## src/rtl/panda_pkg.sv

```systemverilog
// Shared constants and writeback request type for the panda integer core.
// Writeback stages build wb_req_t at the default register-file geometry.
package panda_pkg;

  localparam int unsigned WbWidth        = 32;
  localparam int unsigned WbDepth        = 32;
  localparam int unsigned WbAddrW        = $clog2(WbDepth);
  localparam int unsigned MaxWaitDefault = 4;

  typedef struct packed {
    logic [WbAddrW-1:0] addr;
    logic [WbWidth-1:0] data;
  } wb_req_t;

endpackage

```

## src/rtl/panda_scoreboard.sv

```systemverilog
// Pending-destination scoreboard for long-latency ops; RAW/WAW issue stall.
// Set/clear land on the next edge; this cycle's clear is bypassed into the stall.
module panda_scoreboard
  import panda_pkg::*;
#(
  parameter int unsigned Depth = WbDepth
) (
  input  logic                     clk_i,
  input  logic                     rst_ni,
  input  logic                     issue_valid_i,
  input  logic [$clog2(Depth)-1:0] issue_rs1_addr_i,
  input  logic [$clog2(Depth)-1:0] issue_rs2_addr_i,
  input  logic                     issue_rs1_used_i,
  input  logic                     issue_rs2_used_i,
  input  logic [$clog2(Depth)-1:0] issue_rd_addr_i,
  input  logic                     issue_rd_we_i,
  input  logic                     issue_long_i,
  input  logic                     clr_vld_i,
  input  logic [$clog2(Depth)-1:0] clr_addr_i,
  output logic                     issue_stall_o,
  output logic [Depth-1:0]         pending_o
);

  logic [Depth-1:0] pending_q;
  logic [Depth-1:0] pending_d;
  logic [Depth-1:0] clr_vec;
  logic [Depth-1:0] set_vec;
  logic [Depth-1:0] eff_pending;
  logic             stall;

  always_comb begin
    clr_vec = '0;
    set_vec = '0;
    if (clr_vld_i) begin
      clr_vec[clr_addr_i] = 1'b1;
    end
    // The register file is write-first, so a register retiring now is already safe to read.
    eff_pending = pending_q & ~clr_vec;
    stall = issue_valid_i &
            ((issue_rs1_used_i & eff_pending[issue_rs1_addr_i]) |
             (issue_rs2_used_i & eff_pending[issue_rs2_addr_i]) |
             (issue_rd_we_i    & eff_pending[issue_rd_addr_i]));
    if (issue_valid_i & ~stall & issue_long_i & issue_rd_we_i &
        (issue_rd_addr_i != '0)) begin
      set_vec[issue_rd_addr_i] = 1'b1;
    end
    // OR-ing set after masking clear lets a re-issue win over a same-cycle retire.
    pending_d    = eff_pending | set_vec;
    pending_d[0] = 1'b0;
  end

  always_ff @(posedge clk_i or negedge rst_ni) begin
    if (!rst_ni) begin
      pending_q <= '0;
    end else begin
      pending_q <= pending_d;
    end
  end

  assign issue_stall_o = stall;
  assign pending_o     = pending_q;

endmodule

```

## src/rtl/panda_writeback_arbiter.sv

```systemverilog
// Register-file write-port arbiter: ALU has priority, long path forced after MaxWait denials.
// Zero-latency combinational grant; hazard stall comes from the scoreboard.
module panda_writeback_arbiter
  import panda_pkg::*;
#(
  parameter int unsigned Width   = WbWidth,
  parameter int unsigned Depth   = WbDepth,
  parameter int unsigned MaxWait = MaxWaitDefault
) (
  input  logic                     clk_i,
  input  logic                     rst_ni,
  input  logic                     issue_valid_i,
  input  logic [$clog2(Depth)-1:0] issue_rs1_addr_i,
  input  logic [$clog2(Depth)-1:0] issue_rs2_addr_i,
  input  logic                     issue_rs1_used_i,
  input  logic                     issue_rs2_used_i,
  input  logic [$clog2(Depth)-1:0] issue_rd_addr_i,
  input  logic                     issue_rd_we_i,
  input  logic                     issue_long_i,
  output logic                     issue_stall_o,
  input  logic                     alu_valid_i,
  input  logic [$clog2(Depth)-1:0] alu_rd_addr_i,
  input  logic [Width-1:0]         alu_rd_data_i,
  output logic                     alu_ready_o,
  input  logic                     long_valid_i,
  input  logic [$clog2(Depth)-1:0] long_rd_addr_i,
  input  logic [Width-1:0]         long_rd_data_i,
  output logic                     long_ready_o,
  output logic [$clog2(Depth)-1:0] rd_addr_o,
  output logic [Width-1:0]         rd_data_o,
  output logic                     rd_we_o,
  output logic [Depth-1:0]         pending_o
);

  localparam int unsigned CntW = $clog2(MaxWait + 1);
  localparam logic [CntW-1:0] MaxCnt = CntW'(MaxWait);

  logic [CntW-1:0] wait_cnt_q;
  logic [CntW-1:0] wait_cnt_d;
  logic            starve;
  logic            alu_rdy;
  logic            long_rdy;
  logic            alu_gnt;
  logic            long_gnt;

  assign starve   = (wait_cnt_q == MaxCnt);
  assign long_rdy = ~alu_valid_i | starve;
  assign alu_rdy  = ~(starve & long_valid_i);
  assign long_gnt = long_valid_i & long_rdy;
  assign alu_gnt  = alu_valid_i & alu_rdy;

  always_comb begin
    wait_cnt_d = wait_cnt_q;
    if (~long_valid_i | long_gnt) begin
      wait_cnt_d = '0;
    end else if (wait_cnt_q != MaxCnt) begin
      wait_cnt_d = wait_cnt_q + 1'b1;
    end
  end

  always_ff @(posedge clk_i or negedge rst_ni) begin
    if (!rst_ni) begin
      wait_cnt_q <= '0;
    end else begin
      wait_cnt_q <= wait_cnt_d;
    end
  end

  // With no grant the ALU inputs still drive the port; rd_we_o qualifies them.
  assign rd_addr_o    = long_gnt ? long_rd_addr_i : alu_rd_addr_i;
  assign rd_data_o    = long_gnt ? long_rd_data_i : alu_rd_data_i;
  assign rd_we_o      = long_gnt | alu_gnt;
  assign alu_ready_o  = alu_rdy;
  assign long_ready_o = long_rdy;

  panda_scoreboard #(
    .Depth (Depth)
  ) u_scoreboard (
    .clk_i            (clk_i),
    .rst_ni           (rst_ni),
    .issue_valid_i    (issue_valid_i),
    .issue_rs1_addr_i (issue_rs1_addr_i),
    .issue_rs2_addr_i (issue_rs2_addr_i),
    .issue_rs1_used_i (issue_rs1_used_i),
    .issue_rs2_used_i (issue_rs2_used_i),
    .issue_rd_addr_i  (issue_rd_addr_i),
    .issue_rd_we_i    (issue_rd_we_i),
    .issue_long_i     (issue_long_i),
    .clr_vld_i        (long_gnt),
    .clr_addr_i       (long_rd_addr_i),
    .issue_stall_o    (issue_stall_o),
    .pending_o        (pending_o)
  );

endmodule

```

## config.mk

```make
export PLATFORM = sky130hd
export DESIGN_NAME = panda_writeback_arbiter
export DESIGN_NICKNAME = d
export VERILOG_FILES = /design/src/rtl/panda_pkg.sv /design/src/rtl/panda_scoreboard.sv /design/src/rtl/panda_writeback_arbiter.sv
export SDC_FILE = /design/constraint.sdc
export NUM_CORES = 1
export LEC_CHECK = 0
export BUFFER_PORTS_ARGS = -buffer_cell sky130_fd_sc_hd__buf_2
export CAP_MARGIN = 20
export CORE_MARGIN = 2
export CORE_UTILIZATION = 35
export CTS_CLUSTER_SIZE = 12
export DETAILED_ROUTE_END_ITERATION = 16
export PLACE_DENSITY = 0.62
export SYNTH_ARGS = -nofsm -noshare
export SYNTH_HDL_FRONTEND = slang
export SYNTH_SLANG_ARGS = --single-unit
```

## constraint.sdc

```tcl
create_clock -name clk_i -period 3.2 [get_ports clk_i]
set_input_delay 0.32 -clock clk_i [delete_from_list [all_inputs] [get_ports clk_i]]
set_output_delay 0.32 -clock clk_i [all_outputs]
set_load 0.02 [all_outputs]
```

==> run metrics <==
combined area of all synthesized cells 3470 µm²; dominant synthesized flop cell sky130_fd_sc_hd__dfrtp_1; Clock Tree Buf Depth 2; GP Congestion 1.01; min Tclk post-route 3.33 ns; count of pins over their slew limit 0; number of clock buffers inserted by TritonCTS 5; delay of the slowest cell on the worst path 0.50 ns; cell at the root of the clock tree sky130_fd_sc_hd__clkbuf_8; async set or reset register ratio after synthesis 100%; Max-cap violations 0; startpoint class of the critical path register; antenna violations before repair 0; detailed placer's ending HPWL 11500 µm; final antenna-violating net count 0; Remaining DRCs 0; number of buffers added on ports 169; Max Clk Rate 300 MHz; commonest cells after routing, fill and taps aside sky130_fd_sc_hd__buf_2 (168), sky130_fd_sc_hd__buf_4 (43), sky130_fd_sc_hd__nand2_1 (38), sky130_fd_sc_hd__mux2_2 (38), sky130_fd_sc_hd__dfrtp_1 (34); vias per cell 5.76; clock latency on the worst-skew pair 0.29 ns; starting utilization of the core area 35.8%; core box area 9680 µm²; overflow left after global routing 0; Least-Margin Pin Slew 0.878 ns; x dimension of the die 104 µm; global-route wire length before repair 23400 µm; portion of the post-synthesis area used by sequential elements 24.5%; Setup CP Type register to output pin; Synthesis Warnings 0; worst min-delay path class input port to async pin; flip-flop and latch count after synthesis 34; Die Span Y 104 µm; total power per unit cell area 315 nW/µm²; number of synthesized flops with an enable pin 0; kind of capture point of the worst setup path output pin; starting DRC count in detailed routing 398; total I/O pin count 171; CTS clk-pin slew, worst paths 0.08 ns; clock sinks 34; distinct cell type count of the synthesized netlist 73; biggest area consumer among synthesized cells sky130_fd_sc_hd__dfrtp_1; slew margin rel. 41.3%; setup ws final -0.132 ns; main area contributors after synthesis sky130_fd_sc_hd__dfrtp_1 (25%), sky130_fd_sc_hd__mux2_2 (12%), sky130_fd_sc_hd__o31ai_1 (6.1%); cells along the critical path inv_2, ha_4, a21boi_4, buf_12, buf_12, buf_8, o31ai_4, mux4_2, nand3_2, nand4_1, or3_4, nand3_4, and2_4, buf_6; highest-delay cell along the critical path sky130_fd_sc_hd__mux4_2; via count 4118; most prevalent standard cell on the critical path sky130_fd_sc_hd__buf_12; nets@finish 682; DRT Pass-1 Iters 5; instance area after placement 4620 µm²; Total GRT Usage 27.3%; Post-Synthesis Cells 385; Area growth, synth to finish 49.9%; Buffers & Inverters on Critical Path 5; maximum number of pins on one net before global-route repair 39; Data required, critical path 2.88 ns; average instance area after synthesis 9.02 µm²; peak supply drop 188 µV; status finished with violations; level count of the clock H-tree 2; crit path DAT 3.01 ns; fraction of final layout cells with drive strength greater than 1 58.6%; number of cells on the worst reg-to-reg path 14; number of logic stages on the critical path including buffering 14; clock tree from TritonCTS done; CP top delay family simple AND/OR/NAND/NOR gates; Final period util 104%; total negative slack -0.132 ns; share of the synthesized area in the top cell type 24.5%; total count of hold-check failures in the final report 0; Finished Core Util 53.7%; drt total wl 15300 µm; Syn Nets 485; Routed wire per std cell 21.5 µm; setup-violating endpoint count in the final report 1; RSZ-0062 raised after global routing yes; antenna cells 0; row count 36; design area 5200 µm²; violated checks setup timing; Pleak 2.29 nW; Clock Skews 0.00969 ns; most frequent standard cell in the layout excluding fill and tap cells sky130_fd_sc_hd__buf_2; fill count 927; maximum fanout along the worst path 6; die footprint 10700 µm²; number of global-route vias before repair 4041
layer usage:
layer	global-route usage [%]	vias up	share of wire [%]
met2	43.0	194	47
met5	0	-	0
met1	39.1	2016	45
li1	-	1888	-
met3	4.59	20	6.8
met4	6.95	0	1.1
cell usage after synthesis (4+ instances only):
library cell,number
sky130_fd_sc_hd__and3_1,4
sky130_fd_sc_hd__buf_2,10
sky130_fd_sc_hd__clkbuf_1,14
sky130_fd_sc_hd__dfrtp_1,34
sky130_fd_sc_hd__inv_1,12
sky130_fd_sc_hd__mux2_2,38
sky130_fd_sc_hd__mux2i_1,5
sky130_fd_sc_hd__mux4_2,7
sky130_fd_sc_hd__nand2_1,38
sky130_fd_sc_hd__nand2b_1,10
sky130_fd_sc_hd__nand3_1,7
sky130_fd_sc_hd__nand3b_1,7
sky130_fd_sc_hd__nand4_1,8
sky130_fd_sc_hd__nor2_1,28
sky130_fd_sc_hd__nor3_1,7
sky130_fd_sc_hd__o211ai_1,4
sky130_fd_sc_hd__o21ai_0,8
sky130_fd_sc_hd__o21ai_2,19
sky130_fd_sc_hd__o311ai_0,9
sky130_fd_sc_hd__o31ai_1,28
sky130_fd_sc_hd__o31ai_2,5
final timing paths:
kind                                            from                              endpoint  slack (ns)
max in group asynchronous                     rst_ni  u_scoreboard.pending_o[13]$_DFF_PN0_        2.54
min reg2reg                wait_cnt_q[0]$_DFFE_PN0P_             wait_cnt_q[0]$_DFFE_PN0P_        0.55
max reg2reg                wait_cnt_q[0]$_DFFE_PN0P_   u_scoreboard.pending_o[2]$_DFF_PN0_        0.03
min                                           rst_ni  u_scoreboard.pending_o[30]$_DFF_PN0_        0.12
min in group clk_i                      long_valid_i             wait_cnt_q[0]$_DFFE_PN0P_        0.49
max                        wait_cnt_q[0]$_DFFE_PN0P_                         issue_stall_o       -0.13
cell type report:
class / count / area, µm² / share of cell area, %
tap: 133 / 166 / 3.20
inverter: 14 / 52.6 / 1.01
multi-input combinational: 306 / 2730 / 52.5
timing repair buffer: 221 / 1320 / 25.4
sequential: 34 / 851 / 16.4
clock buffer: 7 / 76.3 / 1.47
state kept, by name, summed over array words and instances, names as in the netlist:
signal,cells
u_scoreboard.pending_o,31
wait_cnt_q,3
worst reg2reg max path: cells and delay by family (launching register included):
kind	cells	cell delay (ns)
buffers and inverters	5	0.81
AND/OR/NAND/NOR	4	0.69
AO/OA/AOI/OAI	3	0.50
multiplexers	1	0.50
flip-flops	1	0.36
adder cells (fa/ha/maj)	1	0.16
kinds of logic after synthesis:
group | share of synthesized area, %
and+or+nand+nor | 21.5
xor gates and xnor gates | 0.757
other | 0.108
DFF | 24.5
AOI/OAI and AO/OA | 27.9
muxes | 18.3
buffers and inverters | 6.20
adders and majority gates | 0.721
per-stage QoR:
stage                     total power [mW]  hold WS (ns)  std cells  setup WS [ns]
after floorplan                      0.929        0.0244        385          0.161
after global placement                1.23         0.449        693        -0.0541
after detailed placement              1.23         0.460        693        -0.0424
after CTS                             1.58         0.150        706        -0.0778
after global routing                  1.70         0.182        715         -0.200
final                                 1.64         0.124        715         -0.132
power breakdown:
| group | switching (mW) | internal, mW |
|---|---|---|
| sequential | 0.0487 | 0.471 |
| clock | 0.164 | 0.150 |
| combinational | 0.472 | 0.334 |
repair_timing:
action / in CTS / in global routing
hold buffers: 0 / 0
resized for setup: 33 / 40
cloned: 1 / 1
pin swaps: 9 / 27
setup buffers: 5 / 11
endpoints found under the setup margin: 6 / 5
(Power assumes the default switching activity.)
